$ cat config.mk
export PLATFORM = sky130hd
export DESIGN_NAME = chain_bist_ctrl_flat
export DESIGN_NICKNAME = d
export VERILOG_FILES = /design/src/rtl/chain_bist_ctrl_if.sv /design/src/rtl/chain_bist_ctrl.sv /design/src/flat_wrapper.sv
export SDC_FILE = /design/constraint.sdc
export NUM_CORES = 1
export LEC_CHECK = 0
export ABC_AREA = 1
export BUFFER_PORTS_ARGS = -buffer_cell sky130_fd_sc_hd__buf_2
export CAP_MARGIN = 20
export CORE_MARGIN = 8
export CORE_UTILIZATION = 50
export DETAILED_ROUTE_END_ITERATION = 7
export PLACE_DENSITY = 0.69
export SETUP_SLACK_MARGIN = 0.15
export SLEW_MARGIN = 20
export SYNTH_ARGS = -nofsm -noshare
export SYNTH_HDL_FRONTEND = slang
export SYNTH_SLANG_ARGS = --single-unit
$ cat constraint.sdc
create_clock -name clk -period 4.21 [get_ports clk]
set_input_delay 0.421 -clock clk [delete_from_list [all_inputs] [get_ports clk]]
set_output_delay 0.421 -clock clk [all_outputs]
set_load 0.005 [all_outputs]
$ cat src/rtl/chain_bist_ctrl_if.sv
// Pin-side bundle of the chain BIST sequencer: run control, chain drive/return and result status.
// Optional first-fail status signals exist only when CHAIN_BIST_FIRSTFAIL_EN is defined.
interface chain_bist_ctrl_if #(
   parameter int LANES = 8
);
   logic             start;
   logic             abort;
   logic             pat_sel;
   logic [LANES-1:0] chain_dout;
   logic [LANES-1:0] chain_din;
   logic             busy;
   logic             done;
   logic             pass;
   logic [LANES-1:0] err_lane;
   logic [7:0]       err_count;
`ifdef CHAIN_BIST_FIRSTFAIL_EN
   logic [8:0]       first_fail;
   logic             first_valid;

   modport master (
      output start, abort, pat_sel, chain_dout,
      input  chain_din, busy, done, pass, err_lane, err_count, first_fail, first_valid
   );

   modport slave (
      input  start, abort, pat_sel, chain_dout,
      output chain_din, busy, done, pass, err_lane, err_count, first_fail, first_valid
   );
`else
   modport master (
      output start, abort, pat_sel, chain_dout,
      input  chain_din, busy, done, pass, err_lane, err_count
   );

   modport slave (
      input  start, abort, pat_sel, chain_dout,
      output chain_din, busy, done, pass, err_lane, err_count
   );
`endif
endinterface

$ cat src/rtl/chain_bist_ctrl.sv
// BIST sequencer for the shift-register chain array: fills the chains for N cycles, then checks LEN cycles.
// Define CHAIN_BIST_FIRSTFAIL_EN to add first_fail/first_valid reporting of the first mismatching CHECK index.
module chain_bist_ctrl #(
   parameter int          N     = 80,
   parameter int          LANES = 8,
   parameter int          LEN   = 256,
   parameter logic [15:0] SEED  = 16'hACE1
) (
   input logic              clk,
   input logic              rst_n,
   chain_bist_ctrl_if.slave bus
);

   typedef enum logic [1:0] {
      S_IDLE  = 2'd0,
      S_FILL  = 2'd1,
      S_CHECK = 2'd2
   } state_t;

   localparam logic [15:0] FILL_LAST  = 16'(N - 1);
   localparam logic [15:0] CHECK_LAST = 16'(LEN - 1);

   function automatic logic [15:0] lfsr_next(input logic [15:0] s);
      return {s[14:0], s[15] ^ s[13] ^ s[12] ^ s[10]};
   endfunction

   function automatic logic [LANES-1:0] pattern(input logic [15:0] s, input logic ph, input logic sel);
      logic [LANES-1:0] p;
      p = {LANES{1'b0}};
      for (int i = 0; i < LANES; i++) begin
         if (sel) begin
            p[i] = ph ^ ((i % 2) == 0);
         end else begin
            p[i] = s[4'(i % 16)];
         end
      end
      return p;
   endfunction

   state_t           state_q;
   logic             pat_sel_q;
   logic [15:0]      gen_lfsr_q;
   logic             gen_phase_q;
   logic [15:0]      chk_lfsr_q;
   logic             chk_phase_q;
   logic [15:0]      cnt_q;
   logic [LANES-1:0] chain_din_q;
   logic             busy_q;
   logic             done_q;
   logic             pass_q;
   logic [LANES-1:0] err_lane_q;
   logic [7:0]       err_count_q;
`ifdef CHAIN_BIST_FIRSTFAIL_EN
   logic [8:0]       first_fail_q;
   logic             first_valid_q;
`endif

   logic [LANES-1:0] gen_pat_s;
   logic [LANES-1:0] chk_pat_s;
   logic [LANES-1:0] start_pat_s;
   logic [LANES-1:0] mis_s;
   logic [LANES-1:0] err_lane_d;
   logic [7:0]       err_count_d;

   // Pattern generator/checker outputs and the per-cycle compare result.
   always_comb begin
      gen_pat_s   = pattern(gen_lfsr_q, gen_phase_q, pat_sel_q);
      chk_pat_s   = pattern(chk_lfsr_q, chk_phase_q, pat_sel_q);
      start_pat_s = pattern(SEED, 1'b0, bus.pat_sel);
      mis_s       = bus.chain_dout ^ chk_pat_s;
      err_lane_d  = err_lane_q | mis_s;
      if ((mis_s != {LANES{1'b0}}) && (err_count_q != 8'hFF)) begin
         err_count_d = err_count_q + 8'd1;
      end else begin
         err_count_d = err_count_q;
      end
   end

   // Run sequencer: chain_din_q always carries the step GEN produced last, gen_*_q the next one.
   always_ff @(posedge clk or negedge rst_n) begin
      if (!rst_n) begin
         state_q       <= S_IDLE;
         pat_sel_q     <= 1'b0;
         gen_lfsr_q    <= SEED;
         gen_phase_q   <= 1'b0;
         chk_lfsr_q    <= SEED;
         chk_phase_q   <= 1'b0;
         cnt_q         <= 16'd0;
         chain_din_q   <= {LANES{1'b0}};
         busy_q        <= 1'b0;
         done_q        <= 1'b0;
         pass_q        <= 1'b0;
         err_lane_q    <= {LANES{1'b0}};
         err_count_q   <= 8'd0;
`ifdef CHAIN_BIST_FIRSTFAIL_EN
         first_fail_q  <= 9'd0;
         first_valid_q <= 1'b0;
`endif
      end else begin
         done_q <= 1'b0;
         if (bus.abort) begin
            state_q     <= S_IDLE;
            busy_q      <= 1'b0;
            pass_q      <= 1'b0;
            cnt_q       <= 16'd0;
            chain_din_q <= {LANES{1'b0}};
         end else begin
            case (state_q)
               S_IDLE: begin
                  if (bus.start) begin
                     pat_sel_q     <= bus.pat_sel;
                     chain_din_q   <= start_pat_s;
                     gen_lfsr_q    <= lfsr_next(SEED);
                     gen_phase_q   <= 1'b1;
                     chk_lfsr_q    <= SEED;
                     chk_phase_q   <= 1'b0;
                     err_lane_q    <= {LANES{1'b0}};
                     err_count_q   <= 8'd0;
                     pass_q        <= 1'b0;
                     busy_q        <= 1'b1;
                     cnt_q         <= 16'd0;
                     state_q       <= S_FILL;
`ifdef CHAIN_BIST_FIRSTFAIL_EN
                     first_fail_q  <= 9'd0;
                     first_valid_q <= 1'b0;
`endif
                  end else begin
                     chain_din_q <= {LANES{1'b0}};
                     busy_q      <= 1'b0;
                  end
               end
               S_FILL: begin
                  chain_din_q <= gen_pat_s;
                  gen_lfsr_q  <= lfsr_next(gen_lfsr_q);
                  gen_phase_q <= ~gen_phase_q;
                  if (cnt_q == FILL_LAST) begin
                     cnt_q   <= 16'd0;
                     state_q <= S_CHECK;
                  end else begin
                     cnt_q <= cnt_q + 16'd1;
                  end
               end
               S_CHECK: begin
                  err_lane_q  <= err_lane_d;
                  err_count_q <= err_count_d;
                  chk_lfsr_q  <= lfsr_next(chk_lfsr_q);
                  chk_phase_q <= ~chk_phase_q;
`ifdef CHAIN_BIST_FIRSTFAIL_EN
                  if (!first_valid_q && (mis_s != {LANES{1'b0}})) begin
                     first_fail_q  <= cnt_q[8:0];
                     first_valid_q <= 1'b1;
                  end
`endif
                  if (cnt_q == CHECK_LAST) begin
                     state_q     <= S_IDLE;
                     busy_q      <= 1'b0;
                     done_q      <= 1'b1;
                     pass_q      <= (err_lane_d == {LANES{1'b0}});
                     chain_din_q <= {LANES{1'b0}};
                     cnt_q       <= 16'd0;
                  end else begin
                     chain_din_q <= gen_pat_s;
                     gen_lfsr_q  <= lfsr_next(gen_lfsr_q);
                     gen_phase_q <= ~gen_phase_q;
                     cnt_q       <= cnt_q + 16'd1;
                  end
               end
               default: begin
                  state_q     <= S_IDLE;
                  busy_q      <= 1'b0;
                  cnt_q       <= 16'd0;
                  chain_din_q <= {LANES{1'b0}};
               end
            endcase
         end
      end
   end

   assign bus.chain_din   = chain_din_q;
   assign bus.busy        = busy_q;
   assign bus.done        = done_q;
   assign bus.pass        = pass_q;
   assign bus.err_lane    = err_lane_q;
   assign bus.err_count   = err_count_q;
`ifdef CHAIN_BIST_FIRSTFAIL_EN
   assign bus.first_fail  = first_fail_q;
   assign bus.first_valid = first_valid_q;
`endif

endmodule

$ cat src/flat_wrapper.sv
// flat-port wrapper written by rule: the top's interface ports become plain ports
module chain_bist_ctrl_flat 
#(
   parameter int          N     = 80,
   parameter int          LANES = 8,
   parameter int          LEN   = 256,
   parameter logic [15:0] SEED  = 16'hACE1
)
  (clk, rst_n, bus_start, bus_abort, bus_pat_sel, bus_chain_dout, bus_chain_din, bus_busy, bus_done, bus_pass, bus_err_lane, bus_err_count);
  chain_bist_ctrl_if #(.LANES(LANES)) bus_i ();
  input logic clk;
  input logic rst_n;
  input wire logic [$bits(bus_i.start)-1:0] bus_start;
  input wire logic [$bits(bus_i.abort)-1:0] bus_abort;
  input wire logic [$bits(bus_i.pat_sel)-1:0] bus_pat_sel;
  input wire logic [$bits(bus_i.chain_dout)-1:0] bus_chain_dout;
  output wire logic [$bits(bus_i.chain_din)-1:0] bus_chain_din;
  output wire logic [$bits(bus_i.busy)-1:0] bus_busy;
  output wire logic [$bits(bus_i.done)-1:0] bus_done;
  output wire logic [$bits(bus_i.pass)-1:0] bus_pass;
  output wire logic [$bits(bus_i.err_lane)-1:0] bus_err_lane;
  output wire logic [$bits(bus_i.err_count)-1:0] bus_err_count;
  assign bus_i.start = bus_start;
  assign bus_i.abort = bus_abort;
  assign bus_i.pat_sel = bus_pat_sel;
  assign bus_i.chain_dout = bus_chain_dout;
  assign bus_chain_din = bus_i.chain_din;
  assign bus_busy = bus_i.busy;
  assign bus_done = bus_i.done;
  assign bus_pass = bus_i.pass;
  assign bus_err_lane = bus_i.err_lane;
  assign bus_err_count = bus_i.err_count;
  chain_bist_ctrl #(.N(N), .LANES(LANES), .LEN(LEN), .SEED(SEED)) u_core (.clk(clk), .rst_n(rst_n), .bus(bus_i));
endmodule
; After elaboration in Yosys (flattened, before gate mapping)
; Index checks and enable logic that the tools add are counted.
[classes]
addsub = 2
n_eq_ne = 12
mux = 56
n_bitwise = 11
reduce_logical = 14
[ops]
columns = operator, count
row1 = $mux 16, 7
row2 = $pmux 16 s3, 2
row3 = $mux 8, 5
row4 = $pmux 16 s2, 1
row5 = $pmux 8 s2, 2
row6 = $mux 1, 29
row7 = $pmux 8 s3, 1
row8 = $add 16x1->16 const B, 1
row9 = $eq 16x7->1 const B, 1
row10 = $eq 16x8->1 const B, 1
row11 = $reduce_and 3->1, 4
row12 = $add 8x1->8 const B, 1
row13 = $logic_not 8->1, 1
row14 = $mux 2, 4
row15 = $ne 8x8->1 const B, 1
row16 = $or 8x8->8, 1
row17 = $reduce_and 4->1, 2
row18 = $reduce_bool 8->1, 1
row19 = $xor 8x8->8, 1
row20 = $ne 2x2->1 const B, 3
row21 = $ne 3x2->1 const B, 2
row22 = $pmux 1 s3, 2
row23 = $pmux 2 s3, 1
row24 = $reduce_bool 3->1, 2
row25 = 11 further kinds, 19
[totals]
regBits = 80
in_bits = 13
out_inout_bits = 27
word_cells = 108

; Logic depth before layout (Yosys ltp)
; Gate-level depths: netlist of run 1.
[logic_depth]
depth_word = 8
ltp_mapped = 14
mapped_depth_nobuf = 13

; Worst setup path after synthesis of run 1
; OpenSTA, ideal clock, no wires.
[synth_timing]
path_kind = flip-flop to flip-flop
startpoint = register u_core.state_q[0]
endpoint = register u_core.err_lane_q[4] (netlist: u_core.bus.err_lane[4])
setup_time_ns = 0.113
arrival_time_ns = 1.604
setup_slack_ns = 2.493
stages_incl_launch_ff = 12
cell_sequence = dfrtp_1 > inv_1 > ha_1 > buf_6 > inv_2 > o21ai_1 > nand2_1 > inv_2 > buf_2 > o21ai_1 > nand2_1 > inv_1
[synth_between]
elab_chain_len = 3
word_cells_on_any_way = 6
[synth_lines]
columns = element, line
row1 = "start, declared", chain_bist_ctrl.sv:40  ; state_t state_q;
row2 = "start signal, assigned", chain_bist_ctrl.sv:82  ; state_q <= S_IDLE;
row3 = "start signal, assigned", chain_bist_ctrl.sv:102  ; state_q <= S_IDLE;
row4 = "start signal, assigned", chain_bist_ctrl.sv:122  ; state_q <= S_FILL;
row5 = $eq 2x2->1 or $logic_not 2->1 (tied branches), chain_bist_ctrl.sv:108  ; case (state_q)
row6 = $reduce_bool 2->1 (no source line) or $ne 2x2->1 (tied branches), -
row7 = $reduce_and 3->1 (no source line), -
row8 = "end signal, assigned", chain_bist_ctrl.sv:93  ; err_lane_q <= {LANES{1'b0}};
row9 = "end signal, assigned", chain_bist_ctrl.sv:117  ; err_lane_q <= {LANES{1'b0}};
row10 = "end signal, assigned", chain_bist_ctrl.sv:144  ; err_lane_q <= err_lane_d;
row11 = "end, declared", chain_bist_ctrl.sv:51  ; logic [LANES-1:0] err_lane_q;
; Several ways; a longest one is shown, not always the timed one.
; A chain may end at the register's enable or synchronous reset.

; Worst setup path after layout of run 1
[layout_timing]
startpoint = register u_core.state_q[0]
endpoint = register u_core.err_count_q[1] (netlist: u_core.bus.err_count[1])
[layout_between]
elab_chain_len = 3
word_cells_on_any_way = 7
[layout_lines]
columns = element, line
row1 = $eq 2x2->1 or $logic_not 2->1 (tied branches), chain_bist_ctrl.sv:108
row2 = "$ne 2x1->1 (no source line), or another cell as far along", -
row3 = $reduce_and 4->1 (no source line), -
row4 = "end signal, assigned", chain_bist_ctrl.sv:145  ; err_count_q <= err_count_d;
row5 = "end, declared", chain_bist_ctrl.sv:52  ; logic [7:0] err_count_q;
; Several ways; a longest one is shown, not always the timed one.

==> results of run 1 <==
## critical path: stages (launching register included)
cell and delay [ns]:
dfrtp_1 0.41, inv_1 0.12, ha_1 0.40, inv_2 0.16
o21ai_1 0.22, nand2_1 0.32, inv_2 0.47, nand2_4 0.13
nand2_1 0.08, nand2_1 0.04
## cell type report
type / count / area, sq um / area share
Clock buffer: 13 / 149 / 0.0322
Clock inverter: 3 / 90.1 / 0.0195
Inverter: 68 / 255 / 0.0552
Multi-Input combinational cell: 359 / 1740 / 0.376
Sequential cell: 80 / 2020 / 0.437
Tap cell: 105 / 131 / 0.0284
Timing Repair Buffer: 41 / 235 / 0.0509
## logic make-up after synthesis
kind of cell | Yosys count
adders and majority gates | 7
and+or+nand+nor | 246
buffers and inverters | 82
DFF | 80
AOI/OAI and AO/OA | 90
xor gates and xnor gates | 16
## worst max path at each step
stage,startpoint,endpoint,slack (ns),cells past startpoint
after floorplan,u_core.state_q[0]$_DFFE_PN0P_,u_core.bus.err_lane[4]$_DFFE_PN0P_,2.49,11
after global placement,u_core.state_q[0]$_DFFE_PN0P_,u_core.bus.err_count[7]$_DFFE_PN0P_,1.84,9
after detailed placement,u_core.state_q[0]$_DFFE_PN0P_,u_core.bus.err_count[5]$_DFFE_PN0P_,1.75,9
after CTS,u_core.state_q[0]$_DFFE_PN0P_,u_core.bus.err_count[1]$_DFFE_PN0P_,1.74,9
after global routing,u_core.state_q[0]$_DFFE_PN0P_,u_core.bus.err_lane[0]$_DFFE_PN0P_,1.45,9
final,u_core.state_q[0]$_DFFE_PN0P_,u_core.bus.err_count[1]$_DFFE_PN0P_,1.74,9
## placed cells by master, fill, tap and decap left out
master,instances
o22ai_1,13
inv_2,4
o21ai_0,49
xnor2_1,6
buf_16,1
nor2_1,42
dlygate4sd3_1,1
ha_1,7
or2_2,1
a21o_1,1
nor3_1,9
nand3_1,28
clkbuf_8,10
o21ai_1,3
buf_4,1
xor2_1,10
clkbuf_1,3
nand2_4,2
a21oi_1,18
bufinv_16,3
clkinv_1,1
buf_2,38
nand4_1,3
nor4_1,1
inv_1,63
nand3b_1,4
dfstp_2,16
nor2_2,2
nand2_1,150
dfrtp_1,64
a22oi_1,6
nand2_2,4
## through the flow
stage,utilization,hold WS [ns],setup WS [ns],cell area (sq um)
after floorplan,-,0.125,2.49,4100
after global placement,0.537,0.469,1.84,4350
after detailed placement,0.537,0.478,1.75,4350
after CTS,0.566,0.265,1.74,4580
after global routing,0.571,0.318,1.45,4620
final,0.571,0.331,1.74,4620
## sequential cells by signal (all words and copies together), names as in the netlist
signal                flops
u_core.cnt_q             16
u_core.pat_sel_q          1
u_core.state_q            2
u_core.gen_lfsr_q        16
u_core.bus.done           1
u_core.gen_phase_q        1
u_core.bus.busy           1
u_core.bus.err_lane       8
u_core.chk_phase_q        1
u_core.bus.chain_din      8
u_core.bus.err_count      8
u_core.bus.pass           1
u_core.chk_lfsr_q        16
## power groups by stage
stage                     sequential, mW  combinational (mW)  clock (mW)
final                               1.12               0.853       0.685
after global routing                1.14               0.993       0.726
after CTS                           1.12               0.857       0.705
after detailed placement            1.13               0.852           0
after global placement              1.12               0.837           0
after floorplan                     1.10               0.649           0
## routing by layer
metal  vias up  part of all wire
met2        72              0.47
met4         0             0.016
met1      1601              0.47
met3        12             0.042
met5         -                 0
li1       1733                 -
==> impl_metrics.json, run 1 <==
{
  "outcome": "complete, no violations",
  "hp-class": "input port to flip-flop",
  "drc": 0,
  "wl_mm": 8.85,
  "nFillCells": 783,
  "worstMarginPinSlew_ns": 0.875,
  "arrival_ns": 2.70,
  "portBuffers": 39,
  "drt-initial-drc-count": 152,
  "fmax_mhz": 405,
  "cts_made_buffers": 9,
  "antenna_cells": 0,
  "p_sw_mw": 0.954,
  "synthTopCellsByCount": "nand2_1, dfrtp_1, inv_1, o21ai_0, nor2_1",
  "r2r_start": "u_core.state_q[0]$_DFFE_PN0P_",
  "grt_busiest_layer": "met2",
  "syn-num-nets": 541,
  "crit_required_ns": 4.44,
  "ir_worst_vdd_mv": 0.277,
  "firstDrtPassIters": 4,
  "yosysWarnings": 0,
  "num_rows": 33,
  "antenna_found_initial": 0,
  "seqPwrFrac": 0.421,
  "place_congestion": 0.824,
  "syn_area_sq_um": 4100,
  "yosys_register_bits": 80,
  "clockBufferDepth": 2,
  "synth_xor_area_frac": 0.0342,
  "dieWidth_microns": 107,
  "max_slew_margin": 0.415,
  "drive_gt1_frac": 0.145,
  "p_sw_frac": 0.359,
  "rsz0062_at_grt": "no",
  "cts_resized": 0,
  "use_met1": 0.216,
  "clkLatencyLatePin_ns": 0.35,
  "fin_skew_ns": 0.0114,
  "hp-start": "bus_pat_sel",
  "r2r_end": "u_core.bus.err_count[1]$_DFFE_PN0P_",
  "syn_inst": 521,
  "synth_seq_area_share": 0.493,
  "ctsHoldBuffers": 0,
  "grt_pass1_vias": 3359,
  "final_nets": 579,
  "comb_power_share": 0.321,
  "yosysUniqueCellTypes": 28,
  "cts.clk_slew.worst_paths_ns": 0.08,
  "hold_viol_final": 0,
  "fin_crit_sh": 0.586,
  "synth_compound_area_frac": 0.118,
  "post_cts_buffers": 0,
  "dieArea_sq_um": 11400,
  "synth_top_family_by_area": "simple AND/OR/NAND/NOR gates",
  "core_area_sq_um": 8090,
  "dp.cells": 651,
  "start_kind": "flip-flop",
  "yosysTopAreaCell": "dfrtp_1",
  "htreeDepth": 3,
  "synth_edf_count": 0,
  "dp_hpwl_mm": 6.23,
  "grt_pass1_wl_mm": 15.5,
  "synth-async-reset-ratio": 1.00,
  "area_growth_pct": 12.7,
  "drtAntennaViolNets": 0,
  "grt_overflow": 0,
  "ys_top_cells_by_area": "dfrtp_1, nand2_1, dfstp_2, o21ai_0, inv_1",
  "start_util": 0.507,
  "clockPowerShare": 0.258,
  "r2r_slack_ns": 1.74,
  "rr_worst_depth": 9,
  "met3_usage": 0.0342,
  "viasPerCell": 5.11,
  "synth.avg_cell_area_sq_um": 7.87,
  "instances_no_fill": 669,
  "period_minus_slack_ns": 2.47,
  "crit_fanout": 24,
  "internal_power_mw": 1.70,
  "p_leak_nw": 2.38,
  "root_buffer": "clkbuf_8",
  "io_pins": 40,
  "use_met2": 0.265,
  "holdPathStages": 2,
  "synth_most_common_cell": "nand2_1",
  "critical_path_class": "flip-flop to flip-flop",
  "power_density_nw_per_um2": 575,
  "synth-simple-area-share": 0.250,
  "slew_viol_final": 0,
  "route.vias.total": 3418,
  "power_mw": 2.66,
  "synth_top_area_frac": 0.390,
  "synth_mux_area_frac": 0,
  "grt_usage": 0.166,
  "routedWlPerCell_microns": 13.2,
  "synth-adder-area-share": 0.0214,
  "cts_sinks": 80,
  "crit_path_end_kind": "flip-flop",
  "fp.dieH_microns": 107,
  "synth_ff_type": "dfrtp_1",
  "grt_max_degree": 81,
  "cts_tree": "done",
  "tns_ns": 0,
  "worstHoldEndpoint": "u_core.bus.chain_din[7]$_DFF_PN0_",
  "maxCapViolCount": 0,
  "setup_viol": 0
}
(Power assumes the default switching activity.)
==> run 2: changes to the inputs <==
==> constraint.sdc (replaced) <==
create_clock -name clk -period 2.54 [get_ports clk]
set_input_delay 0.254 -clock clk [delete_from_list [all_inputs] [get_ports clk]]
set_output_delay 0.254 -clock clk [all_outputs]
set_load 0.005 [all_outputs]
==> impl_metrics.json, run 2 (synthesis gave the netlist of run 1 again) <==
{
  "cts_resized": 0,
  "path_cells": "ha_1, nand2_1, nor2_2, nand2_1, inv_1, nand3_1, nand2_1, buf_4, nand2_1, o21ai_0",
  "grt_pass1_vias": 3393,
  "critPathSlowestCell": "dfrtp_1",
  "fin_ws_ns": 0.540,
  "clockBufferDepth": 2,
  "antenna_cells": 0,
  "dieWidth_microns": 107,
  "cts.clk_slew.worst_paths_ns": 0.08,
  "viasPerCell": 5.12,
  "hp-class": "input port to flip-flop",
  "p_leak_nw": 2.36,
  "maxCapViolCount": 0,
  "cts_made_buffers": 9,
  "power_density_nw_per_um2": 906,
  "htreeDepth": 3,
  "grt_pass1_wl_mm": 14.9,
  "setup_viol": 0,
  "grt_overflow": 0,
  "crit_fanout": 19,
  "fmax_mhz": 500,
  "rr_worst_depth": 10,
  "wl_mm": 8.69,
  "crit_required_ns": 2.81,
  "antenna_found_initial": 0,
  "r2r_end": "u_core.gen_lfsr_q[7]$_DFFE_PN1P_",
  "worstMarginPinSlew_ns": 0.489,
  "max_slew_margin": 0.674,
  "outcome": "complete, no violations",
  "routedWlPerCell_microns": 12.9,
  "power_mw": 4.15,
  "final_cell_mix": "nand2_1, dfrtp_1, inv_1, o21ai_0, nor2_1",
  "dp_slack_ns": 0.565,
  "num_rows": 33,
  "critical_path_class": "flip-flop to flip-flop",
  "fp.dieH_microns": 107,
  "final_common_cell": "nand2_1",
  "drtAntennaViolNets": 0,
  "firstDrtPassIters": 5,
  "place_congestion": 0.867,
  "start_kind": "flip-flop",
  "r2r_start": "u_core.cnt_q[0]$_DFFE_PN0P_",
  "worstHoldEndpoint": "u_core.bus.chain_din[7]$_DFF_PN0_",
  "area_growth_pct": 11.6,
  "hp-start": "bus_pat_sel",
  "portBuffers": 39,
  "cpMostUsedCell": "nand2_1",
  "fin_skew_ns": 0.0144,
  "post-route-util": 0.566,
  "cts_tree": "done",
  "route.vias.total": 3443,
  "core_area_sq_um": 8090,
  "hold_viol_final": 0,
  "tns_ns": 0,
  "root_buffer": "clkbuf_8",
  "dieArea_sq_um": 11400,
  "dp_hpwl_mm": 6.19,
  "nFillCells": 778,
  "drc": 0,
  "reg_top3": "u_core.chk_lfsr_q x16, u_core.cnt_q x16, u_core.gen_lfsr_q x16",
  "cts_sinks": 80,
  "fin_crit_sh": 0.787,
  "r2r_slack_ns": 0.54,
  "arrival_ns": 2.27,
  "final_nets": 583,
  "period_minus_slack_ns": 2.00,
  "clkLatencyLatePin_ns": 0.35,
  "grt_max_degree": 81,
  "holdPathStages": 2,
  "ir_worst_vdd_mv": 0.505,
  "slowest_delay_ns": 0.39,
  "drt-initial-drc-count": 200,
  "slew_viol_final": 0,
  "grt_usage": 0.159,
  "start_util": 0.507,
  "io_pins": 40,
  "drive_gt1_frac": 0.155,
  "crit_path_end_kind": "flip-flop",
  "rsz0062_at_grt": "no"
}
==> run 2: cell count changes in the layout (fill, tap and decap cells not counted), sizes merged <==
cell | before | now
clkinv | 1 | 4
clkinvlp | 0 | 1
buf | 40 | 44
bufinv | 3 | 0
clkbuf | 13 | 11
inv | 67 | 68
==> run 2: cell type report <==
| cell class | instances | area (sq um) | area share |
|---|---|---|---|
| flip-flops and latches | 80 | 2020 | 0.442 |
| multi-input cells | 359 | 1740 | 0.380 |
| repair buffers | 45 | 258 | 0.0563 |
| inverters | 68 | 255 | 0.0558 |
| clock buffers | 11 | 141 | 0.0309 |
| well taps | 105 | 131 | 0.0287 |
| clock inverters | 5 | 31.3 | 0.00683 |
==> run 2: per-stage QoR <==
step / hold WS, ns / instance area, sq um / cells
after CTS: 0.142 / 4580 / 673
after global routing: 0.148 / 4580 / 673
after detailed placement: 0.315 / 4400 / 656
final: 0.160 / 4580 / 673
after floorplan: -0.0416 / 4100 / 521
after global placement: 0.313 / 4400 / 656
==> run 2: timing repair <==
| item | CTS | global route |
|---|---|---|
| endpoints found under the hold margin | 64 | 0 |
| hold buffers | 1 | 0 |
| setup endpoints to repair | 0 | 0 |
| setup buffers | 0 | 0 |
==> run 2: critical path, delay by kind of cell (launching register included) <==
kind,cells,cell delay (ns)
AOI/OAI and AO/OA,1,0.08
adders and majority gates,1,0.19
buffers and inverters,2,0.36
DFF,1,0.39
and+or+nand+nor,6,0.90
==> run 2: worst max path at each step <==
stage	startpoint	endpoint	slack [ns]	cells past startpoint
final	u_core.cnt_q[0]$_DFFE_PN0P_	u_core.gen_lfsr_q[7]$_DFFE_PN1P_	0.54	10
after global routing	u_core.cnt_q[9]$_DFFE_PN0P_	u_core.gen_lfsr_q[7]$_DFFE_PN1P_	0.31	8
after CTS	u_core.cnt_q[0]$_DFFE_PN0P_	u_core.gen_lfsr_q[11]$_DFFE_PN1P_	0.55	10
after detailed placement	u_core.cnt_q[0]$_DFFE_PN0P_	u_core.gen_lfsr_q[11]$_DFFE_PN1P_	0.56	10
after global placement	u_core.state_q[0]$_DFFE_PN0P_	u_core.chk_lfsr_q[0]$_DFFE_PN1P_	0.64	10
after floorplan	u_core.state_q[0]$_DFFE_PN0P_	u_core.bus.err_lane[4]$_DFFE_PN0P_	0.82	11
==> run 2: per-layer routing <==
metal / share of wire / track usage
met1: 0.47 / 0.199
met2: 0.47 / 0.257
met3: 0.041 / 0.0306
met4: 0.026 / 0.0824
met5: 0 / 0
==> run 2: power breakdown <==
part | internal, mW | switching [mW] | leakage [nW]
logic | 0.528 | 0.930 | 1.24
clock network | 0.381 | 0.461 | 0.0895
registers | 1.64 | 0.211 | 1.03
==> run 3: changes to the inputs <==
==> constraint.sdc (replaced) <==
create_clock -name clk -period 2.07 [get_ports clk]
set_input_delay 0.207 -clock clk [delete_from_list [all_inputs] [get_ports clk]]
set_output_delay 0.207 -clock clk [all_outputs]
set_load 0.005 [all_outputs]
==> impl_metrics.json, run 3 (synthesis gave the netlist of run 1 again) <==
{
  "cts.clk_slew.worst_paths_ns": 0.09,
  "hold_viol_final": 0,
  "outcome": "complete, no violations",
  "antenna_found_initial": 0,
  "clockBufferDepth": 2,
  "seqCellArea_sq_um": 2020,
  "clkLatencyLatePin_ns": 0.35,
  "area_growth_pct": 14.6,
  "grt_pass1_wl_mm": 15.6,
  "cp_num_buf_inv": 4,
  "clockPowerShare": 0.211,
  "portBuffers": 39,
  "start_util": 0.507,
  "start_kind": "flip-flop",
  "grt_max_degree": 46,
  "rsz0062_at_grt": "yes",
  "rr_worst_depth": 11,
  "max_slew_margin": 0.618,
  "comb_power_share": 0.362,
  "seqPwrFrac": 0.426,
  "io_pins": 40,
  "drc": 0,
  "drtAntennaViolNets": 0,
  "antenna_cells": 0,
  "worstMarginPinSlew_ns": 0.573,
  "num_rows": 33,
  "place_congestion": 0.828,
  "period_minus_slack_ns": 1.78,
  "tns_ns": 0,
  "viasPerCell": 5.17,
  "holdPathStages": 2,
  "dieWidth_microns": 107,
  "grt_pass1_vias": 3393,
  "maxCapViolCount": 0,
  "route.vias.total": 3511,
  "path_cells": "inv_1, ha_2, inv_1, nor2_1, nor2_1, inv_2, nor2_1, nand2_4, buf_6, nand2_1, o21ai_0",
  "nFillCells": 750,
  "internal_power_mw": 3.29,
  "cpMostUsedCell": "nor2_1",
  "critical_path_class": "flip-flop to flip-flop",
  "core_area_sq_um": 8090,
  "root_buffer": "clkbuf_8",
  "firstDrtPassIters": 5,
  "critPathSlowestCell": "dfrtp_1",
  "cp_top_family": "simple AND/OR/NAND/NOR gates",
  "p_leak_nw": 2.41,
  "routedWlPerCell_microns": 13.5,
  "grt_usage": 0.169,
  "dp_hpwl_mm": 6.48,
  "cts_tree": "done",
  "slew_viol_final": 0,
  "hp-class": "input port to flip-flop",
  "r2r_slack_ns": 0.29,
  "multiInputGateArea_sq_um": 1790,
  "fp.dieH_microns": 107,
  "setup_viol": 0,
  "htreeDepth": 3,
  "crit_path_end_kind": "flip-flop",
  "slowest_delay_ns": 0.41,
  "power_mw": 5.34,
  "drive_gt1_frac": 0.178,
  "final_nets": 589,
  "p_sw_frac": 0.384,
  "power_density_nw_per_um2": 1140,
  "cts_sinks": 80,
  "wl_mm": 9.18,
  "grt_overflow": 0,
  "cp.depth": 11,
  "fin_skew_ns": 0.0127,
  "final_cell_mix": "nand2_1, dfrtp_1, inv_1, o21ai_0, nor2_1",
  "final_common_cell": "nand2_1",
  "dieArea_sq_um": 11400,
  "ir_worst_vdd_mv": 0.700,
  "crit_fanout": 15,
  "cts_made_buffers": 9,
  "crit_required_ns": 2.30,
  "arrival_ns": 2.01,
  "fmax_mhz": 561,
  "drt-initial-drc-count": 195,
  "reg_top3": "u_core.chk_lfsr_q x16, u_core.cnt_q x16, u_core.gen_lfsr_q x16",
  "fin_crit_sh": 0.861,
  "p_sw_mw": 2.05
}
-- run 3: worst paths after layout --
| path | start | endpoint |
|---|---|---|
| worst max-delay path | u_core.state_q[1]$_DFFE_PN0P_ | u_core.gen_lfsr_q[1]$_DFFE_PN0P_ |
| worst min-delay path | bus_abort | u_core.bus.done$_DFF_PN0_ |
| worst max register to register | u_core.state_q[1]$_DFFE_PN0P_ | u_core.gen_lfsr_q[1]$_DFFE_PN0P_ |
| worst min register to register | u_core.chk_lfsr_q[14]$_DFFE_PN0P_ | u_core.chk_lfsr_q[15]$_DFFE_PN1P_ |
| max in group asynchronous | rst_n | u_core.chk_lfsr_q[0]$_DFFE_PN1P_ |
| min in group asynchronous | rst_n | u_core.cnt_q[15]$_DFFE_PN0P_ |
-- run 3: layout make-up --
type,instances,area share
Clock buffer,11,0.0280
Clock inverter,5,0.0123
Inverter,68,0.0559
Multi-Input combinational cell,360,0.381
Sequential cell,80,0.431
Tap cell,105,0.0280
Timing Repair Buffer,50,0.0644
-- run 3: repair_timing --
item / in CTS / in global routing
resized for setup: 2 / 18
setup buffers: 0 / 1
hold buffers: 1 / 0
hold endpoints to repair: 31 / 0
pin swaps: 0 / 1
gates cloned: 0 / 1
setup endpoints to repair: 25 / 60
-- run 3: worst reg2reg max path: stages (launching register included) --
cell     delay [ns]
dfrtp_1        0.41
inv_1          0.11
ha_2           0.21
inv_1          0.06
nor2_1         0.04
nor2_1         0.11
inv_2          0.08
nor2_1         0.18
nand2_4        0.14
buf_6          0.17
nand2_1        0.07
o21ai_0        0.09
-- run 3: layer usage --
metal	global-route usage	up-vias	wire length, microns
met1	0.215	1643	4270
met3	0.0348	19	418
met4	0.0784	0	213
li1	-	1763	-
met2	0.270	86	4270
met5	0	-	0
-- run 3: power by group through the flow --
stage,Clock [mW],Sequential (mW),Combinational [mW]
after floorplan,0,2.24,1.32
after global placement,0,2.29,1.77
after detailed placement,0,2.29,1.83
after CTS,1.16,2.27,1.85
after global routing,1.22,2.33,2.21
final,1.13,2.28,1.94
-- run 3: per-stage QoR --
step	hold WS (ns)	cell area, sq um	util	cells	setup WS (ns)
floorplan	-0.0886	4100	-	521	0.353
global placement	0.234	4430	0.547	660	0.210
detailed placement	0.237	4430	0.547	660	0.0962
CTS	0.0997	4630	0.572	677	0.170
global route	0.114	4700	0.581	679	0.123
finish	0.117	4700	0.581	679	0.287
